File: src/rtl/uart_rx_if.sv
// Receive-side bundle for uart_rx: serial line and ack in, byte/flags/debug state out.
// The master modport is the receiver; the slave modport is the line driver / byte consumer.
interface uart_rx_if;
   logic       rx_pin;
   logic       rx_ack;
   logic [7:0] rx_data;
   logic       rx_valid;
   logic       rx_frame_err;
   logic       rx_overrun;
   logic       rx_busy;
   logic [1:0] rx_state;

   // rx_valid is a level: it stays high until the consumer's rx_ack edge, and a byte
   // landing on that same edge keeps it high with the new data.
   modport master (
      input  rx_pin, rx_ack,
      output rx_data, rx_valid, rx_frame_err, rx_overrun, rx_busy, rx_state
   );

   modport slave (
      output rx_pin, rx_ack,
      input  rx_data, rx_valid, rx_frame_err, rx_overrun, rx_busy, rx_state
   );
endinterface

File: src/rtl/uart_rx.sv
// 8N1 serial receiver with a one-deep holding register, framing-error pulse and sticky overrun.
// Define UART_RX_SYNC_EN to put a two-flop synchronizer on rx_pin (+2 cycles of latency).
module uart_rx #(
   parameter int CLKS_PER_BIT = 1
) (
   input logic     clk,
   input logic     reset,
   uart_rx_if.master bus
);

   typedef enum logic [1:0] {IDLE, START, DATA, STOP} state_t;

   localparam int         HALF        = (CLKS_PER_BIT - 1) / 2;
   localparam logic [7:0] BIT_RELOAD  = 8'(CLKS_PER_BIT - 1);
   localparam logic [7:0] HALF_RELOAD = (HALF == 0) ? 8'd0 : 8'(HALF - 1);

   logic rx_s;

`ifdef UART_RX_SYNC_EN
   logic sync1, sync2;

   always_ff @(posedge clk or posedge reset) begin
      if (reset) begin
         sync1 <= 1'b1;
         sync2 <= 1'b1;
      end else begin
         sync1 <= bus.rx_pin;
         sync2 <= sync1;
      end
   end

   assign rx_s = sync2;
`else
   assign rx_s = bus.rx_pin;
`endif

   state_t     state_q, state_n;
   logic [7:0] cnt_q, cnt_n;
   logic [2:0] bits_q, bits_n;
   logic [7:0] shift_q, shift_n;
   logic       armed_q, armed_n;
   logic [7:0] data_q, data_n;
   logic       valid_q, valid_n;
   logic       ferr_q, ferr_n;
   logic       ovr_q, ovr_n;
   logic       new_byte;

   always_ff @(posedge clk or posedge reset) begin
      if (reset) begin
         state_q <= IDLE;
         cnt_q   <= 8'd0;
         bits_q  <= 3'd0;
         shift_q <= 8'd0;
         armed_q <= 1'b0;
         data_q  <= 8'd0;
         valid_q <= 1'b0;
         ferr_q  <= 1'b0;
         ovr_q   <= 1'b0;
      end else begin
         state_q <= state_n;
         cnt_q   <= cnt_n;
         bits_q  <= bits_n;
         shift_q <= shift_n;
         armed_q <= armed_n;
         data_q  <= data_n;
         valid_q <= valid_n;
         ferr_q  <= ferr_n;
         ovr_q   <= ovr_n;
      end
   end

   // cnt counts down to the next sample point; a sample is taken on the edge where it reads 0.
   always_comb begin
      state_n  = state_q;
      cnt_n    = cnt_q;
      bits_n   = bits_q;
      shift_n  = shift_q;
      armed_n  = armed_q;
      data_n   = data_q;
      valid_n  = valid_q;
      ferr_n   = 1'b0;
      ovr_n    = ovr_q;
      new_byte = 1'b0;

      case (state_q)
         IDLE: begin
            if (rx_s) armed_n = 1'b1;
            if (armed_q && !rx_s) begin
               bits_n = 3'd0;
               if (HALF == 0) begin
                  state_n = DATA;
                  cnt_n   = BIT_RELOAD;
               end else begin
                  state_n = START;
                  cnt_n   = HALF_RELOAD;
               end
            end
         end
         START: begin
            if (cnt_q == 8'd0) begin
               if (rx_s) begin
                  state_n = IDLE;
               end else begin
                  state_n = DATA;
                  cnt_n   = BIT_RELOAD;
               end
            end else begin
               cnt_n = cnt_q - 8'd1;
            end
         end
         DATA: begin
            if (cnt_q == 8'd0) begin
               shift_n = {rx_s, shift_q[7:1]};
               cnt_n   = BIT_RELOAD;
               bits_n  = bits_q + 3'd1;
               if (bits_q == 3'd7) state_n = STOP;
            end else begin
               cnt_n = cnt_q - 8'd1;
            end
         end
         STOP: begin
            if (cnt_q == 8'd0) begin
               state_n = IDLE;
               if (rx_s) begin
                  new_byte = 1'b1;
                  data_n   = shift_q;
               end else begin
                  ferr_n  = 1'b1;
                  armed_n = 1'b0;
               end
            end else begin
               cnt_n = cnt_q - 8'd1;
            end
         end
         default: state_n = IDLE;
      endcase

      // A byte landing on the ack edge wins: valid stays up and no overrun is flagged.
      if (new_byte) begin
         valid_n = 1'b1;
         if (valid_q && !bus.rx_ack) ovr_n = 1'b1;
      end else if (bus.rx_ack && valid_q) begin
         valid_n = 1'b0;
         ovr_n   = 1'b0;
      end
   end

   assign bus.rx_data      = data_q;
   assign bus.rx_valid     = valid_q;
   assign bus.rx_frame_err = ferr_q;
   assign bus.rx_overrun   = ovr_q;
   assign bus.rx_busy      = (state_q != IDLE);
   assign bus.rx_state     = state_q;

endmodule
File: src/flat_wrapper.sv
// flat-port wrapper written by rule: the top's interface ports become plain ports
module uart_rx_flat 
#(
   parameter int CLKS_PER_BIT = 1
)
  (clk, reset, bus_rx_pin, bus_rx_ack, bus_rx_data, bus_rx_valid, bus_rx_frame_err, bus_rx_overrun, bus_rx_busy, bus_rx_state);
  uart_rx_if bus_i ();
  input logic clk;
  input logic reset;
  input wire logic [$bits(bus_i.rx_pin)-1:0] bus_rx_pin;
  input wire logic [$bits(bus_i.rx_ack)-1:0] bus_rx_ack;
  output wire logic [$bits(bus_i.rx_data)-1:0] bus_rx_data;
  output wire logic [$bits(bus_i.rx_valid)-1:0] bus_rx_valid;
  output wire logic [$bits(bus_i.rx_frame_err)-1:0] bus_rx_frame_err;
  output wire logic [$bits(bus_i.rx_overrun)-1:0] bus_rx_overrun;
  output wire logic [$bits(bus_i.rx_busy)-1:0] bus_rx_busy;
  output wire logic [$bits(bus_i.rx_state)-1:0] bus_rx_state;
  assign bus_i.rx_pin = bus_rx_pin;
  assign bus_i.rx_ack = bus_rx_ack;
  assign bus_rx_data = bus_i.rx_data;
  assign bus_rx_valid = bus_i.rx_valid;
  assign bus_rx_frame_err = bus_i.rx_frame_err;
  assign bus_rx_overrun = bus_i.rx_overrun;
  assign bus_rx_busy = bus_i.rx_busy;
  assign bus_rx_state = bus_i.rx_state;
  uart_rx #(.CLKS_PER_BIT(CLKS_PER_BIT)) u_core (.clk(clk), .reset(reset), .bus(bus_i));
endmodule
File: config.mk
export PLATFORM = sky130hd
export DESIGN_NAME = uart_rx_flat
export DESIGN_NICKNAME = d
export VERILOG_FILES = /design/src/rtl/uart_rx_if.sv /design/src/rtl/uart_rx.sv /design/src/flat_wrapper.sv
export SDC_FILE = /design/constraint.sdc
export NUM_CORES = 1
export LEC_CHECK = 0
export BUFFER_PORTS_ARGS = -buffer_cell sky130_fd_sc_hd__buf_4
export CELL_PAD_IN_SITES_DETAIL_PLACEMENT = 0
export CELL_PAD_IN_SITES_GLOBAL_PLACEMENT = 1
export CORE_MARGIN = 2
export CORE_UTILIZATION = 49
export CTS_BUF_LIST = sky130_fd_sc_hd__clkbuf_8 sky130_fd_sc_hd__clkbuf_16
export CTS_CLUSTER_SIZE = 14
export DETAILED_ROUTE_END_ITERATION = 6
export HOLD_SLACK_MARGIN = 0.15
export PLACE_DENSITY = 0.85
export SYNTH_ARGS = -nofsm -noshare
export SYNTH_HDL_FRONTEND = slang
export SYNTH_SLANG_ARGS = --single-unit
File: constraint.sdc
create_clock -name clk -period 3.6 [get_ports clk]
set_input_delay 1.08 -clock clk [delete_from_list [all_inputs] [get_ports clk]]
set_output_delay 1.08 -clock clk [all_outputs]
set_load 0.02 [all_outputs]
Word-level counts from Yosys, hierarchy flattened:

Cells that the tools add are included.

* register bits: 33
* latch bits: 0
* bits in writable memories: 0
* memory bits (read-only): 0
* input port bits: 4
* output and inout port bits: 14
* word-level logic and storage cells: 73
* memories kept: 0

* add/sub/neg operators: 2
* multipliers: 0
* div/mod/pow operators: 0
* $lt $le $gt $ge: 0
* equality and inequality tests: 14
* shift operators: 0
* muxes and demuxes: 30
* bitwise operators: 0
* reductions and logical operators: 18

Operators with widths (number)
* two-way mux 8 bit: 5
* case mux 8 bit (4 select lines): 1
* two-way mux 1 bit: 13
* two-way mux 2 bit: 6
* inequality test 2 x 1 -> 1 bit (second input constant): 5
* AND reduction 3 bit: 3
* logical NOT 8 bit: 1
* inequality test 2 bit (second input constant): 4
* case mux 2 bit (4 select lines): 1
* nonzero test 2 bit: 4
* subtractor 8 x 1 -> 8 bit (second input constant): 1
* two-way mux 3 bit: 2
* case mux 3 bit (2 select lines): 1
* AND reduction 5 bit: 1
* equality test 2 bit (second input constant): 2
* AND reduction 2 bit: 2
* AND reduction 4 bit: 1
* adder 3 x 1 -> 3 bit (second input constant): 1
* equality test 3 bit (second input constant): 1
* logical AND 1 bit: 3
* inequality test 3 bit (second input constant): 1
* equality test 2 x 1 -> 1 bit (second input constant): 1
* logical NOT 1 bit: 2
* logical NOT 2 bit: 1
* case mux 1 bit (2 select lines): 1

Depth between registers and ports, before layout:

* depth after elaboration: 5
* depth in mapped cells: 8

Least setup slack after synthesis:

OpenSTA, ideal clock, no wires.

* path type: register to output
* from: register u_core.state_q[0] (netlist: u_core.bus.rx_state[0])
* to: output bus_rx_busy
* data arrival time: 1.145 ns
* required time: 2.520 ns
* slack: 1.375 ns
* cell stages (with the launch flop): 4
* buffers on the path: 0
* cells stage by stage: dfrtp_1 > inv_1 > ha_1 > inv_1

* longest elaborated chain between the ends: 1

Ends and longest elaborated chain
* start, declared: RTL line uart_rx.sv:37 `state_t state_q, state_n;`
* start signal, assigned: RTL line uart_rx.sv:60 `state_q <= state_n;`
* nonzero test 2 bit: RTL line uart_rx.sv:152 `assign bus.rx_busy = (state_q != IDLE);`
* end, declared: RTL line flat_wrapper.sv:16 `output wire logic [$bits(bus_i.rx_busy)-1:0] bus_rx_busy;`

No other way between the ends.

Worst setup path after layout:

Ends and elaborated chain as after synthesis.

==> key figures <==
Run status
  – Run status: finished clean

Final layout
  – Top library cells by usage in the layout, fill and taps aside: 33 x dfrtp_1, 18 x buf_4, 16 x mux2_2
  – Fraction of final layout cells with drive strength greater than 1: 27.2%
  – Number of inserted diodes: 0
  – Count of placed standard cells in the final layout, fillers left out: 213
  – Area added between synthesis and finish: 14.9%
  – Finished Cell Area: 0.00188 mm²
  – Most common cell after layout, fill and taps aside: dfrtp_1
  – Net count, final: 179

Timing
  – Pins Over Slew Limit: 0
  – Worst-case headroom to the max-slew limit: 54.2%
  – Number of endpoints with negative hold slack in the final report: 0
  – RSZ-0062 raised after global routing: no
  – Post-Route Setup TNS: 0 ns
  – Worst Hold Margin: 0.508 ns
  – Worst-margin pin slew: 0.685 ns
  – Final period demand of the worst path: 2.64 ns
  – Top achievable clock speed: 0.379 GHz
  – Final period util: 73.3%
  – Clock skew after layout: 0.00751 ns
  – Setup violations, final: 0

Flow run
  – Maxcap violations: 0

Die
  – Placeable core region: 0.00310 mm²
  – Vert. Die Dim: 61.7 µm
  – Row count: 20
  – Initial cell density of the core: 52.7%
  – Number of top-level pins: 18
  – Die X: 61.7 µm
  – Die Outline Area: 0.00381 mm²

Worst setup path
  – Endpoint arrival time on the critical path: 1.56 ns
  – Worst R2R Start: u_core.cnt_q[0]
  – Crit path buffers/inverters: 3
  – Most used cell, CP: inv_1
  – CP Launch Type: register
  – Slowest stage delay, CP: 0.45 ns
  – Worst Setup SP: u_core.bus.rx_state[0]
  – Crit path capture type: primary output
  – Slowest library cell on the worst path: dfrtp_1
  – Ordered list of cells on the worst path: inv_1 > ha_1 > inv_1 > buf_4
  – Top fanout value on the critical path: 7
  – Required time of the critical path: 2.52 ns
  – Path type of the worst setup path: register to primary output
  – Critical path's top delay family: buffers and inverters

Place
  – Area after detailed placement: 0.00179 mm²
  – Final estimated routing congestion in global placement: 0.862
  – Count of input and output buffers: 17
  – HPWL after detailed placement: 2160 µm
  – # placed instances: 205

Global routing
  – Tot GR Track Use: 17.8%
  – First-pass GRT wire length: 4850 µm
  – Largest net degree at the start of global routing: 34
  – Total congestion overflow after global routing: 0
  – Number of antenna violations at the first check in global routing: 0
  – Vias in the first global route: 1,040

Yosys
  – Synthesized Nets: 159
  – Total number of yosys warnings: 0
  – Post-synthesis xor/xnor area fraction: 0.536%
  – Adder and majority gate portion of the synthesized area: 5.36%
  – Flops & latches, synth: 33
  – Yosys top cell by area: dfrtp_1
  – Mux contribution to synthesized area: 11.6%
  – Largest family of logic cells by synthesized area: compound AO/OA/AOI/OAI gates
  – Top post-synthesis cells by area: dfrtp_1 51%, mux2_2 11%, ha_1 5.4%
  – Leading register cell type out of synthesis: dfrtp_1
  – Area fraction in compound gates after synthesis: 14.1%
  – FFs w/ async S/R, synth: 100%
  – Top-area cell type share of the netlist area: 50.5%
  – Sequential-to-total area share from yosys stat: 50.5%
  – Synth unique cells: 39
  – Count of flip-flops with a built-in enable after synthesis: 0
  – Cell area after synthesis: 0.00163 mm²
  – Synth Instances: 148
  – Post-Synth Simple-Gate Area: 13.7%
  – Mean post-synth cell area: 11.0 µm²

Worst hold path
  – Worst Min Path Start: u_core.bus.rx_data[4]
  – Type of the worst min-delay path: register to register

Route
  – Final Routed Wirelength: 3000 µm
  – Post-route ant nets: 0
  – Number of vias per cell: 5.49
  – Total via count in the routed design: 1,169
  – DRC violation total after the first TritonRoute iteration: 44
  – Wire length per cell: 14.1 µm
  – DR pass1 iterations: 4
  – Number of DRC violations after detailed routing: 0

Clock tree
  – Root buffer selected by CTS: clkbuf_8
  – Max Buffers Root-to-Sink: 2
  – PostCTS Resize Cnt: 0
  – Worst-Skew Late Latency: 0.28 ns
  – CTS tree: yes
  – Clock-pin slew of the registers on the worst-case setup and hold paths: 0.07 ns
  – Depth of the CTS H-tree: 2
  – TritonCTS buffer count: 5
  – Setup repair bufs after CTS: 0
  – Post-CTS Hold Buffers: 0
  – Clock net sink count: 33

Pwr
  – Reported leakage power: 0.865 nW
  – Power density over the cells: 348 mW/mm²
  – Post-layout power: 0.000652 W
  – VDD IR max: 0.000176 V
where the power goes:
| group | internal (W) | switching (W) |
|---|---|---|
| registers | 0.000371 | 0.000000376 |
| clock network | 0.000133 | 0.000135 |
| logic | 0.00000334 | 0.00000911 |
| total | 0.000508 | 0.000145 |
final timing paths:
check / slack, ns / endpoint / depth (start not counted)
worst max register to register: 1.22 / u_core.cnt_q[4] / 6
worst max-delay path: 0.96 / bus_rx_busy / 4
worst min-delay path: 0.51 / u_core.bus.rx_data[4] / 1
max in group asynchronous: 2.41 / u_core.shift_q[4] / 3
worst min register to register: 0.51 / u_core.bus.rx_data[4] / 1
min in group asynchronous: 0.89 / u_core.shift_q[6] / 3
synthesized netlist by cell type, types with 2 or more instances:
library cell  number
dfrtp_1           33
mux2_2            16
nand2_1           11
o21ai_0           10
a21oi_1            9
inv_1              9
ha_1               7
nor2_1             6
nand3_1            5
clkbuf_1           3
nand2b_1           3
nor3_1             3
a211o_1            2
a31oi_1            2
buf_6              2
nand4_1            2
or3_1              2
or4_1              2
area by class of cell:
type / instances / area (µm²)
Multi-Input combinational cell: 101 / 741
Tap cell: 44 / 55.1
Fill cell: 281 / 1230
Sequential cell: 33 / 826
Inverter: 9 / 33.8
Clock inverter: 3 / 17.5
Timing Repair Buffer: 18 / 135
Clock buffer: 5 / 68.8
routing by layer:
| layer | up-vias | wire (µm) | global-route usage (%) |
|---|---|---|---|
| met2 | 18 | 1460 | 27.1 |
| met3 | 5 | 94 | 4.35 |
| met4 | 0 | 31 | 8.21 |
| li1 | 574 | - | - |
| met1 | 572 | 1420 | 24.1 |
| met5 | - | 0 | 0 |
logic make-up (layout without fill, tap and decap cells):
| group | Yosys count | after routing |
|---|---|---|
| AO/OA/AOI/OAI | 35 | 35 |
| XOR/XNOR | 1 | 1 |
| adder cells (fa/ha/maj) | 7 | 7 |
| buffers and inverters | 14 | 35 |
| flip-flops | 33 | 33 |
| multiplexers | 17 | 17 |
| AND/OR/NAND/NOR | 41 | 41 |
flip-flops by register name, indices dropped and copies added, names as in the netlist:
name,flops
u_core.armed_q,1
u_core.bits_q,3
u_core.bus.rx_data,8
u_core.bus.rx_frame_err,1
u_core.bus.rx_overrun,1
u_core.bus.rx_state,2
u_core.bus.rx_valid,1
u_core.cnt_q,8
u_core.shift_q,8
per-stage QoR:
| stage | utilization (%) | setup WS [ns] |
|---|---|---|
| floorplan | - | 1.38 |
| global placement | 57.7 | 1.29 |
| detailed placement | 57.7 | 1.26 |
| CTS | 60.5 | 0.971 |
| global route | 60.5 | 0.854 |
| finish | 60.5 | 0.961 |
(Power assumes the default switching activity.)
